$ cat config.mk
export PLATFORM = sky130hd
export DESIGN_NAME = alu_result_queue_flat
export DESIGN_NICKNAME = d
export VERILOG_FILES = /design/src/rtl/alu_result_queue_pkg.sv /design/src/rtl/alu_result_queue_if.sv /design/src/rtl/alu_result_queue_result_fifo_mem.sv /design/src/rtl/alu_result_queue.sv /design/src/flat_wrapper.sv
export SDC_FILE = /design/constraint.sdc
export NUM_CORES = 1
export LEC_CHECK = 0
export ABC_AREA = 1
export BUFFER_PORTS_ARGS = -buffer_cell sky130_fd_sc_hd__buf_2
export CELL_PAD_IN_SITES_DETAIL_PLACEMENT = 0
export CELL_PAD_IN_SITES_GLOBAL_PLACEMENT = 1
export CORE_MARGIN = 3
export CORE_UTILIZATION = 40
export CTS_BUF_LIST = sky130_fd_sc_hd__clkbuf_4 sky130_fd_sc_hd__clkbuf_8 sky130_fd_sc_hd__clkbuf_16
export DETAILED_ROUTE_END_ITERATION = 10
export PLACE_DENSITY = 0.68
export SLEW_MARGIN = 5
export SYNTH_ARGS = -nofsm -noshare
export SYNTH_HDL_FRONTEND = slang
export SYNTH_SLANG_ARGS = --single-unit
$ cat constraint.sdc
create_clock -name clk -period 5.7 [get_ports clk]
set_input_delay 0.57 -clock clk [delete_from_list [all_inputs] [get_ports clk]]
set_output_delay 0.57 -clock clk [all_outputs]
set_load 0.05 [all_outputs]
$ cat src/rtl/alu_result_queue_pkg.sv
// Shared ALU definitions: command codes and the packed layout of a queued result entry.
// The ALU and the result queue both import this package.
package alu_result_queue_pkg;

    typedef logic [2:0] alu_cmd_t;

    localparam alu_cmd_t ADD_  = 3'd0;
    localparam alu_cmd_t SUB_  = 3'd1;
    localparam alu_cmd_t XOR_  = 3'd2;
    localparam alu_cmd_t SLT_  = 3'd3;
    localparam alu_cmd_t AND_  = 3'd4;
    localparam alu_cmd_t NAND_ = 3'd5;
    localparam alu_cmd_t NOR_  = 3'd6;
    localparam alu_cmd_t OR_   = 3'd7;

    // Entry layout: {command[2:0], overflow, zero, carryout, result[31:0]}
    localparam int RESULT_W   = 32;
    localparam int RESULT_LSB = 0;
    localparam int CARRY_BIT  = 32;
    localparam int ZERO_BIT   = 33;
    localparam int OVF_BIT    = 34;
    localparam int CMD_W      = 3;
    localparam int CMD_LSB    = 35;
    localparam int ENTRY_W    = 38;

    function automatic logic [ENTRY_W-1:0] pack_entry(
        input logic [RESULT_W-1:0] result,
        input logic                carryout,
        input logic                zero,
        input logic                overflow,
        input alu_cmd_t            command
    );
        return {command, overflow, zero, carryout, result};
    endfunction

    // Only arithmetic commands make the overflow flag meaningful for the sticky status.
    function automatic logic is_arith(input alu_cmd_t command);
        return (command == ADD_) || (command == SUB_);
    endfunction

endpackage

$ cat src/rtl/alu_result_queue_if.sv
// Producer-side and consumer-side handshake of the ALU result queue.
// The queue uses the slave modport; the ALU/consumer environment uses master.
interface alu_result_queue_if;
    import alu_result_queue_pkg::*;

    logic          in_valid;
    logic          in_ready;
    logic [31:0]   in_result;
    logic          in_carryout;
    logic          in_zero;
    logic          in_overflow;
    alu_cmd_t      in_command;

    logic          out_valid;
    logic          out_ready;
    logic [31:0]   out_result;
    logic          out_carryout;
    logic          out_zero;
    logic          out_overflow;
    alu_cmd_t      out_command;

    modport master (
        output in_valid, in_result, in_carryout, in_zero, in_overflow, in_command,
        input  in_ready,
        output out_ready,
        input  out_valid, out_result, out_carryout, out_zero, out_overflow, out_command
    );

    modport slave (
        input  in_valid, in_result, in_carryout, in_zero, in_overflow, in_command,
        output in_ready,
        input  out_ready,
        output out_valid, out_result, out_carryout, out_zero, out_overflow, out_command
    );

endinterface

$ cat src/rtl/alu_result_queue_result_fifo_mem.sv
// DEPTH x W storage for queued entries: one synchronous write port, one asynchronous read port.
module result_fifo_mem #(
    parameter int DEPTH = 4,
    parameter int W     = 38
) (
    input  logic                     clk,
    input  logic                     we,
    input  logic [$clog2(DEPTH)-1:0] waddr,
    input  logic [W-1:0]             wdata,
    input  logic [$clog2(DEPTH)-1:0] raddr,
    output logic [W-1:0]             rdata
);

    logic [W-1:0] mem [DEPTH];

    always_ff @(posedge clk) begin
        if (we) begin
            mem[waddr] <= wdata;
        end
    end

    assign rdata = mem[raddr];

endmodule

$ cat src/rtl/alu_result_queue.sv
// Queue of ALU results and flags with a sticky arithmetic-overflow bit and a saturating
// count of accepted operations. Head data is read combinationally and forced to 0 when empty.
module alu_result_queue
    import alu_result_queue_pkg::*;
#(
    parameter int DEPTH = 4,
    parameter int CNT_W = 16
) (
    input  logic                     clk,
    input  logic                     rst_n,
    alu_result_queue_if.slave        bus,
    output logic [$clog2(DEPTH):0]   level,
    output logic                     sticky_ovf,
    input  logic                     clr_sticky,
    output logic [CNT_W-1:0]         op_count
);

    localparam int AW = $clog2(DEPTH);

    logic [AW:0]          wr_ptr_reg;
    logic [AW:0]          rd_ptr_reg;
    logic                 sticky_reg;
    logic [CNT_W-1:0]     count_reg;
    logic                 empty;
    logic                 full;
    logic                 push;
    logic                 pop;
    logic [ENTRY_W-1:0]   wr_entry;
    logic [ENTRY_W-1:0]   rd_entry;

    // Extra pointer MSB distinguishes full from empty when the index bits match.
    assign empty = (wr_ptr_reg == rd_ptr_reg);
    assign full  = (wr_ptr_reg[AW-1:0] == rd_ptr_reg[AW-1:0]) && (wr_ptr_reg[AW] != rd_ptr_reg[AW]);
    assign push  = bus.in_valid && !full;
    assign pop   = bus.out_ready && !empty;

    assign wr_entry = pack_entry(bus.in_result, bus.in_carryout, bus.in_zero,
                                 bus.in_overflow, bus.in_command);

    result_fifo_mem #(
        .DEPTH (DEPTH),
        .W     (ENTRY_W)
    ) u_mem (
        .clk   (clk),
        .we    (push),
        .waddr (wr_ptr_reg[AW-1:0]),
        .wdata (wr_entry),
        .raddr (rd_ptr_reg[AW-1:0]),
        .rdata (rd_entry)
    );

    always_ff @(posedge clk or negedge rst_n) begin
        if (!rst_n) begin
            wr_ptr_reg <= '0;
            rd_ptr_reg <= '0;
            sticky_reg <= 1'b0;
            count_reg  <= '0;
        end else begin
            if (push) begin
                wr_ptr_reg <= wr_ptr_reg + 1'b1;
            end
            if (pop) begin
                rd_ptr_reg <= rd_ptr_reg + 1'b1;
            end
            // A qualifying overflow on the same edge as a clear keeps the bit set.
            if (push && bus.in_overflow && is_arith(bus.in_command)) begin
                sticky_reg <= 1'b1;
            end else if (clr_sticky) begin
                sticky_reg <= 1'b0;
            end
            if (push && (count_reg != {CNT_W{1'b1}})) begin
                count_reg <= count_reg + 1'b1;
            end
        end
    end

    assign bus.in_ready     = !full;
    assign bus.out_valid    = !empty;
    assign bus.out_result   = empty ? '0   : rd_entry[RESULT_LSB +: RESULT_W];
    assign bus.out_carryout = empty ? 1'b0 : rd_entry[CARRY_BIT];
    assign bus.out_zero     = empty ? 1'b0 : rd_entry[ZERO_BIT];
    assign bus.out_overflow = empty ? 1'b0 : rd_entry[OVF_BIT];
    assign bus.out_command  = empty ? '0   : rd_entry[CMD_LSB +: CMD_W];

    assign level      = wr_ptr_reg - rd_ptr_reg;
    assign sticky_ovf = sticky_reg;
    assign op_count   = count_reg;

endmodule

$ cat src/flat_wrapper.sv
// flat-port wrapper written by rule: the top's interface ports become plain ports
module alu_result_queue_flat import alu_result_queue_pkg::*;
#(
    parameter int DEPTH = 4,
    parameter int CNT_W = 16
)
  (clk, rst_n, level, sticky_ovf, clr_sticky, op_count, bus_in_valid, bus_in_result, bus_in_carryout, bus_in_zero, bus_in_overflow, bus_in_command, bus_in_ready, bus_out_ready, bus_out_valid, bus_out_result, bus_out_carryout, bus_out_zero, bus_out_overflow, bus_out_command);
  alu_result_queue_if bus_i ();
  input  logic clk;
  input  logic rst_n;
  output logic [$clog2(DEPTH):0] level;
  output logic sticky_ovf;
  input  logic clr_sticky;
  output logic [CNT_W-1:0] op_count;
  input wire logic [$bits(bus_i.in_valid)-1:0] bus_in_valid;
  input wire logic [$bits(bus_i.in_result)-1:0] bus_in_result;
  input wire logic [$bits(bus_i.in_carryout)-1:0] bus_in_carryout;
  input wire logic [$bits(bus_i.in_zero)-1:0] bus_in_zero;
  input wire logic [$bits(bus_i.in_overflow)-1:0] bus_in_overflow;
  input wire logic [$bits(bus_i.in_command)-1:0] bus_in_command;
  output wire logic [$bits(bus_i.in_ready)-1:0] bus_in_ready;
  input wire logic [$bits(bus_i.out_ready)-1:0] bus_out_ready;
  output wire logic [$bits(bus_i.out_valid)-1:0] bus_out_valid;
  output wire logic [$bits(bus_i.out_result)-1:0] bus_out_result;
  output wire logic [$bits(bus_i.out_carryout)-1:0] bus_out_carryout;
  output wire logic [$bits(bus_i.out_zero)-1:0] bus_out_zero;
  output wire logic [$bits(bus_i.out_overflow)-1:0] bus_out_overflow;
  output wire logic [$bits(bus_i.out_command)-1:0] bus_out_command;
  assign bus_i.in_valid = bus_in_valid;
  assign bus_i.in_result = bus_in_result;
  assign bus_i.in_carryout = bus_in_carryout;
  assign bus_i.in_zero = bus_in_zero;
  assign bus_i.in_overflow = bus_in_overflow;
  assign bus_i.in_command = bus_in_command;
  assign bus_in_ready = bus_i.in_ready;
  assign bus_i.out_ready = bus_out_ready;
  assign bus_out_valid = bus_i.out_valid;
  assign bus_out_result = bus_i.out_result;
  assign bus_out_carryout = bus_i.out_carryout;
  assign bus_out_zero = bus_i.out_zero;
  assign bus_out_overflow = bus_i.out_overflow;
  assign bus_out_command = bus_i.out_command;
  alu_result_queue #(.DEPTH(DEPTH), .CNT_W(CNT_W)) u_core (.clk(clk), .rst_n(rst_n), .bus(bus_i), .level(level), .sticky_ovf(sticky_ovf), .clr_sticky(clr_sticky), .op_count(op_count));
endmodule
==> reports/qor.yml <==
min_period_ns: 3.95
first_global_vias: 4987
synth_xor_area_share_pct: 1.19
crit_chain: "clkinv_1 -> ha_1 -> nand2_1 -> nor2_4 -> a21oi_1 -> buf_2"
worst_slew_pin_slew_ns: 1.16
h-tree-depth: 4
cp.required_ns: 5.13
antenna_cells: 0
rsz0062_at_grt: "no"
initial_core_util_pct: 41.0
synthSimpleGateAreaFrac_pct: 14.9
largest_register: "u_core.u_mem.mem"
io_pins: 103
cpPeakStageDelay_ns: 0.99
cts.clk_slew.worst_paths_ns: 0.07
place_congestion: 0.775
coreArea_um2: 18000
start_kind: "register"
synth_seq_area_share_pct: 69.6
final_cell_mix: "nor2_1, edfxtp_1, buf_2"
firstDrtPassIters: 4
yosysTopAreaCell: "edfxtp_1"
syn_avg_cell_area_um2: 11.3
yosysTopAreaCellShare_pct: 61.8
syn_inst: 654
final_layout_size_suffix_gt1_share_pct: 21.9
rows: 49
max_cap_violations: 0
final_max_slew_viol_count: 0
setup_viol: 0
grt_overflow: 0
max_slew_margin_pct: 22.6
num_vias: 4938
die_w_um: 142
synthTopCellsByArea: "edfxtp_1, nor2_1, dfrtp_1, o21ai_0, nand2_1"
dp_hpwl_um: 10200
worstPathArrival_ns: 3.38
numClockSinks: 175
synth_cell_types: 24
largest_reg_flops: 152
synth_fp_nets: 706
vias_per_cell: 4.98
synth-adder-area-share_pct: 1.63
cts_tree: "done"
drc: 0
hold_buffers: 0
hold_viol_final: 0
syn2layout_area_growth_pct: 16.8
cts_root_buffer: "clkbuf_16"
synth_compound_area_share_pct: 9.04
clock_latency_ns: 0.43
seqCellArea_um2: 5140
yosysWarnings: 0
wl_per_cell_um: 16.9
syn_area_um2: 7390
finish.utilization_pct: 47.9
grt_pass1_wl_um: 26200
drtIter0Drc: 255
fmax_mhz: 253
cts_setup_buffers: 0
ant_nets: 0
drt_wl_total_um: 16700
nNetsFinal: 801
multiInputGateArea_um2: 2010
period_share_pct: 69.3
finalClockSkew_ns: 0.0137
final_common_cell: "nor2_1"
critical_path_class: "register to primary output"
synth_top_family_by_area: "simple AND/OR/NAND/NOR gates"
status: "finished clean"
hp-class: "input pin to async pin"
end_kind: "primary output"
clock_path_buffers: 2
die_h_um: 142
numCtsBuffers: 17
synth_mux_area_share_pct: 0
num-fill-cells: 1678
grt_usage_pct: 17.0
grt_max_degree: 77
setup_tns_ns: 0
io_buffers: 102
cts_resized: 0
crit_fanout: 41
antenna_found_initial: 2
ys_seq_elements: 175
die_area_um2: 20100
cp_slowest_cell: "dfrtp_2"
## cell usage after synthesis
master      n
nor2_4      3
fa_1        1
inv_1      28
buf_2       8
nand4_1     6
buf_6       2
a21boi_0    1
clkbuf_1   16
nor2_2      1
o21ai_2     8
inv_2       2
edfxtp_1  152
nor2_1    173
nand2_2     8
nand3_1    11
dfrtp_1    23
buf_1       1
xor2_1     10
o21ai_0    80
nand2_4     1
buf_4       4
ha_1        8
a21oi_1    38
nand2_1    69
## worst paths after layout
path	start	end	slack, ns	cells past startpoint
max	u_core.rd_ptr_reg[1]$_DFFE_PN0P_	bus_out_result[15]	1.75	6
min in group clk	clr_sticky	u_core.sticky_ovf$_DFFE_PN0P_	0.35	2
min reg2reg	u_core.sticky_ovf$_DFFE_PN0P_	u_core.sticky_ovf$_DFFE_PN0P_	0.53	2
max reg2reg	u_core.rd_ptr_reg[1]$_DFFE_PN0P_	u_core.u_mem.mem[3][25]$_DFFE_PP_	2.12	7
min	rst_n	u_core.op_count[15]$_DFFE_PN0P_	0.14	1
max in group asynchronous	rst_n	u_core.rd_ptr_reg[1]$_DFFE_PN0P_	5.12	1
## per-stage QoR
stage / hold slack (ns) / cell area, um^2 / worst slack [ns] / cells
floorplan: 0.274 / 7390 / 2.10 / 654
global placement: 0.518 / 8100 / 2.14 / 959
detailed placement: 0.522 / 8100 / 2.06 / 959
CTS: 0.145 / 8630 / 1.64 / 991
global route: 0.165 / 8630 / 1.42 / 991
finish: 0.139 / 8630 / 1.75 / 991
## critical path: cells and delay by family, from the launching register on
kind            cells  cell delay, ns
compound gates      1            0.15
simple gates        2            0.97
buf+inv             2            0.51
fa+ha+maj           1            0.33
flops               1            0.99
## cells by family after synthesis
logic type	count (synthesis)
adders and majority gates	9
AOI/OAI and AO/OA	127
buffers and inverters	61
and+or+nand+nor	272
xor gates and xnor gates	10
DFF	175
## per-layer routing
layer,global-route usage [%],vias up,part of all wire [%]
met2,29.4,112,50
met5,0,-,0.17
met4,6.31,4,1.6
li1,-,2420,-
met1,20.9,2376,43
met3,3.71,26,5.1
## cell type report
type / instances / area share, %
sequential: 175 / 59.6
multi-input combinational: 418 / 23.3
timing repair buffer: 107 / 6.35
clock buffer: 18 / 5.02
tap: 229 / 3.32
inverter: 30 / 1.31
clock inverter: 14 / 1.10
Power is not shown: default switching activity piles up to over one toggle a cycle in this logic, so the estimate is an artifact.
